==> config.mk <==
export PLATFORM = sky130hd
export DESIGN_NAME = nanop_alu_ctrl_pc
export DESIGN_NICKNAME = d
export VERILOG_FILES = /design/src/rtl/nanop_alu_ctrl_pc.sv
export SDC_FILE = /design/constraint.sdc
export NUM_CORES = 1
export LEC_CHECK = 0
export ABC_AREA = 1
export BUFFER_PORTS_ARGS = -buffer_cell sky130_fd_sc_hd__buf_2
export CAP_MARGIN = 0
export CORE_AREA = 2 2 106 67
export CTS_CLUSTER_SIZE = 24
export DETAILED_ROUTE_END_ITERATION = 8
export DIE_AREA = 0 0 108 69
export SLEW_MARGIN = 20
export SYNTH_ARGS = -nofsm -noshare
export SYNTH_HDL_FRONTEND = slang
export SYNTH_HIERARCHICAL = 1
export SYNTH_SLANG_ARGS = --single-unit
==> constraint.sdc <==
create_clock -name clk -period 2.5 [get_ports clk]
set_clock_uncertainty 0.15 [all_clocks]
set_input_delay 0.25 -clock clk [delete_from_list [all_inputs] [get_ports clk]]
set_output_delay 0.25 -clock clk [all_outputs]
set_load 0.01 [all_outputs]
==> src/rtl/nanop_alu_ctrl_pc.sv <==
// Datapath-control trio of the nanoprocessor: program counter, ALU and the
// two-state FETCH/EXEC controller, grouped behind one top module.

module nanop_pc (
  input  logic       clk,
  input  logic       reset_n,
  output logic [7:0] PC
);

  logic [7:0] r_pc;

  // Free-running address counter; wraps naturally at 8 bits
  always_ff @(posedge clk or negedge reset_n) begin
    if (!reset_n) begin
      r_pc <= 8'd0;
    end else begin
      r_pc <= r_pc + 8'd1;
    end
  end

  assign PC = r_pc;

endmodule

module nanop_alu (
  input  logic [7:0] I,
  input  logic [7:0] Op1,
  input  logic [7:0] Op2,
  output logic [7:0] ALU_out
);

  localparam logic [7:0] OP_XOR = 8'h01;
  localparam logic [7:0] OP_AND = 8'h02;
  localparam logic [7:0] OP_OR  = 8'h03;
  localparam logic [7:0] OP_ADD = 8'h04;
  localparam logic [7:0] OP_SUB = 8'h06;

  always_comb begin
    ALU_out = Op1;
    case (I)
      OP_XOR:  ALU_out = Op1 ^ Op2;
      OP_AND:  ALU_out = Op1 & Op2;
      OP_OR:   ALU_out = Op1 | Op2;
      OP_ADD:  ALU_out = Op1 + Op2;
      OP_SUB:  ALU_out = Op1 - Op2;
      default: ALU_out = Op1;
    endcase
  end

endmodule

module nanop_ctrl (
  input  logic       clk,
  input  logic       reset_n,
  input  logic [7:0] I,
  output logic       Load_I,
  output logic       Load_Acc,
  output logic       Sel_Acc,
  output logic       WRITE
);

  localparam logic [7:0] OP_XOR = 8'h01;
  localparam logic [7:0] OP_AND = 8'h02;
  localparam logic [7:0] OP_OR  = 8'h03;
  localparam logic [7:0] OP_ADD = 8'h04;
  localparam logic [7:0] OP_SUB = 8'h06;
  localparam logic [7:0] OP_LDA = 8'h0A;
  localparam logic [7:0] OP_STA = 8'h0B;

  typedef enum logic {FETCH = 1'b0, EXEC = 1'b1} state_t;

  state_t r_state;
  logic   w_exec;
  logic   w_accOp;

  always_ff @(posedge clk or negedge reset_n) begin
    if (!reset_n) begin
      r_state <= FETCH;
    end else begin
      r_state <= (r_state == FETCH) ? EXEC : FETCH;
    end
  end

  // Outputs decode from state and opcode so reset forces them without a clock edge
  always_comb begin
    w_exec  = (r_state == EXEC);
    w_accOp = (I == OP_XOR) || (I == OP_AND) || (I == OP_OR) ||
              (I == OP_ADD) || (I == OP_SUB) || (I == OP_LDA);
    Load_I   = (r_state == FETCH);
    Load_Acc = w_exec && w_accOp;
    Sel_Acc  = w_exec && (I == OP_LDA);
    WRITE    = w_exec && (I == OP_STA);
  end

endmodule

module nanop_alu_ctrl_pc (
  input  logic       clk,
  input  logic       reset_n,
  input  logic [7:0] I,
  input  logic [7:0] Op1,
  input  logic [7:0] Op2,
  output logic [7:0] PC,
  output logic [7:0] ALU_out,
  output logic       Load_I,
  output logic       Load_Acc,
  output logic       Sel_Acc,
  output logic       WRITE
);

  nanop_pc u_pc (
    .clk     (clk),
    .reset_n (reset_n),
    .PC      (PC)
  );

  nanop_alu u_alu (
    .I       (I),
    .Op1     (Op1),
    .Op2     (Op2),
    .ALU_out (ALU_out)
  );

  nanop_ctrl u_ctrl (
    .clk      (clk),
    .reset_n  (reset_n),
    .I        (I),
    .Load_I   (Load_I),
    .Load_Acc (Load_Acc),
    .Sel_Acc  (Sel_Acc),
    .WRITE    (WRITE)
  );

endmodule

==> run summary <==
Placed cell areas - 0.00209 sq mm
Layout cells sized above 1 - 38.3%
DP HPWL - 3.86 mm
GR Util met2 - 19.1%
Via count - 1789
RR Endpoint - u_pc/PC[6]
Number of buffers created by CTS - 3
Worst rel slew slack - 73.0%
Syn nets - 306
Vias in the first global route - 1782
CP bufs+invs - 6
Drc violations - 0
Synth Cell Area - 0.00158 sq mm
Power Dens Cells - 259 mW/mm^2
Antenna cells - 0
Initial DRC Count - 82
Net total in the final layout - 382
Drt wl/cell - 11.7 um
Filler cells - 695
CP max stage delay - 0.34 ns
# setup viols final - 5
Grt total ovfl - 0
Combinational power share - 50.0%
Clock Tree Buf Depth - 2
RSZ-0062 raised after global routing - true
Met3 GRT Util - 1.51%
# clock sinks - 9
CTS tree - yes
Sequential share of the synthesized area - 14.2%
Fin area - 0.00239 sq mm
CP cell instances - buf_8 > inv_6 > ha_4 > inv_2 > nor3_4 > inv_2 > o31ai_4 > xor2_1 > ha_1 > nand2_2 > nor2_1 > nand2_1 > nand2_1 > inv_1 > nand2_1 > nand3_1 > a21oi_2 > buf_2
Max Fclk - 386 MHz
Met1 Resource Use GR - 20.1%
Unique cell type count in the Yosys netlist - 29
P_sw - 221 uW
Seq cells post-synth - 9
Clk pwr share - 26.4%
Min-Delay Path Class - in2async
DIE WIDTH - 108 um
Worst r2r src - u_pc/PC[0]
Critical Path Fanout Max - 3
Vias/cell - 4.30
Max VDD drop - 0.144 mV
GR peak layer - met1
Max Cap Violations - 0
DR pass1 iterations - 4
Fin util - 37.0%
IO Port Bufs - 45
Initial antenna violation count - 0
Sequential Area - 225 sq um
Crit path DAT - 2.19 ns
Fin. Hold Viols - 0
Worst-margin pin slew - 0.405 ns
Routed WL - 4.86 mm
Global-route wire length before repair - 8.00 mm
Synth Area per Inst - 6.23 sq um
Post-route ant nets - 0
Largest cells by area after synthesis - ha_1 20%, nand2_1 17%, dfrtp_1 14%, inv_1 12%, nand3_1 5.4%
GP Congestion - 0.862
CP Data Required Time - 2.10 ns
Final WS setup - -0.0908 ns
Slew Viols, Final - 0
GR Util All Layers - 13.1%
Delay-heaviest family, CP - simple AND/OR/NAND/NOR gates
H-tree levels - 1
Clock transition at path regs - 0.04 ns
Final worst path period need - 2.59 ns
Synth Instances - 254
Die Height - 69 um
Slowest cell on the critical path - ha_1
Worst R2R Path Depth - 4
Num rows - 23
Pint - 399 uW
WS Path Type - in2out
Ports - 46
Startpoint types - primary input
Violated checks - negative setup slack
Initial Util - 24.4%
Largest net degree at the start of global routing - 10
Yosys warning count - 6
Final Cycle Share - 104%
Area Growth Syn to Fin - 51.3%
Most common cell on crit path - nand2_1
Core footprint - 0.00647 sq mm
Sw Share - 35.6%
Run status - finished, violations left
Clock Latency Late Sink - 0.23 ns
Worst R2R Setup Slack - 1.25 ns
Register share of total power - 23.6%
Leakage - 1.35 nW
CP endpoint kind - primary output
Die area - 0.00745 sq mm
Multi-input gate area - 0.00131 sq mm
Root Buffer - clkbuf_8
Share of the synthesized area in the top cell type - 19.8%
Cell taking the most area after synthesis - ha_1
-- sequential cells by signal, summed over array words and instances (netlist names) --
signal	count
u_pc/PC	8
u_ctrl/r_state	1
-- per-layer routing --
| layer | vias to the layer above | routed length (um) | part of all wire (%) |
|---|---|---|---|
| met5 | - | 0 | 0 |
| met4 | 0 | 81 | 1.7 |
| met3 | 8 | 143 | 2.9 |
| met2 | 47 | 2010 | 41 |
| met1 | 789 | 2630 | 54 |
| li1 | 945 | - | - |
-- cell usage after synthesis (all sizes together) --
cell	n
a21oi	6
xor2	7
nand2	75
nand4	7
o21bai	1
fa	1
nor2	24
o22ai	1
ha	25
o31ai	1
inv	55
nor3	5
o21ai	8
o211a	1
dfrtp	9
or2	3
nand3b	1
a31oi	1
o2111ai	2
xnor2	3
a21o	1
nand3	17
-- cells by family (layout without fill, tap and decap cells) --
logic type,count (synthesis),after routing,share of synthesized area (%)
AND/OR/NAND/NOR,132,132,37.7
XOR/XNOR,10,10,5.54
flip-flops,9,9,14.2
adder cells (fa/ha/maj),26,26,21.0
AO/OA/AOI/OAI,22,22,8.39
buffers and inverters,55,130,13.1
-- metrics by stage --
stage	cells	power, mW	hold WS [ns]	TNS, ns	setup WS, ns
after floorplan	254	0.283	-0.196	0	0.0709
after global placement	409	0.380	-0.0400	-0.806	-0.247
after detailed placement	409	0.386	-0.0366	-0.930	-0.332
after CTS	415	0.583	0.255	-0.414	-0.208
after global routing	416	0.672	0.284	-0.994	-0.235
final	416	0.621	0.253	-0.234	-0.0908
-- layout by cell type (no fill, tap or decap), types with 4 or more instances in the layout --
cell / count
nand2_2: 11
buf_2: 37
xor2_1: 6
inv_2: 11
nor2_4: 4
o21ai_0: 4
a21oi_2: 4
nor2_1: 17
nand2_1: 62
buf_4: 22
dfrtp_1: 9
buf_6: 9
nand4_1: 7
inv_1: 41
nand3_1: 16
ha_1: 23
-- worst max path at each step --
stage,start,end,slack [ns],cells after the start
2_1_floorplan,Op2[1],ALU_out[7],0.07,15
3_3_place_gp,Op2[1],ALU_out[7],-0.25,17
3_5_place_dp,Op2[1],ALU_out[7],-0.33,17
4_1_cts,Op2[1],ALU_out[7],-0.21,17
5_1_grt,Op2[1],ALU_out[7],-0.24,18
6_report,Op2[1],ALU_out[7],-0.09,18
-- worst register-to-register path: stages (launching register included) --
cell,delay (ns)
dfrtp_1,0.39
ha_1,0.21
nand3_1,0.16
o21ai_1,0.17
nand2_1,0.06
-- power groups by stage --
stage               combinational (mW)  clock [mW]  sequential [mW]
finish                           0.310       0.164            0.146
global route                     0.347       0.178            0.146
CTS                              0.263       0.173            0.146
detailed placement               0.237           0            0.148
global placement                 0.232           0            0.148
floorplan                        0.135           0            0.148
-- final cells by class --
class,instances,share of cell area (%)
Inverter,55,9.04
Sequential cell,9,9.41
Multi-Input combinational cell,190,54.9
Tap cell,87,4.55
Clock buffer,4,1.88
Timing Repair Buffer,71,20.2
-- repair_timing --
action                                 in CTS  in global routing
endpoints found under the hold margin       9                  0
setup buffers                               1                  1
gates resized for setup                    32                 32
gates cloned                                0                  0
setup endpoints to repair                   5                  6
hold buffers                                1                  0
pin swaps                                  27                 21
Power figures use the tool's default switching activity.
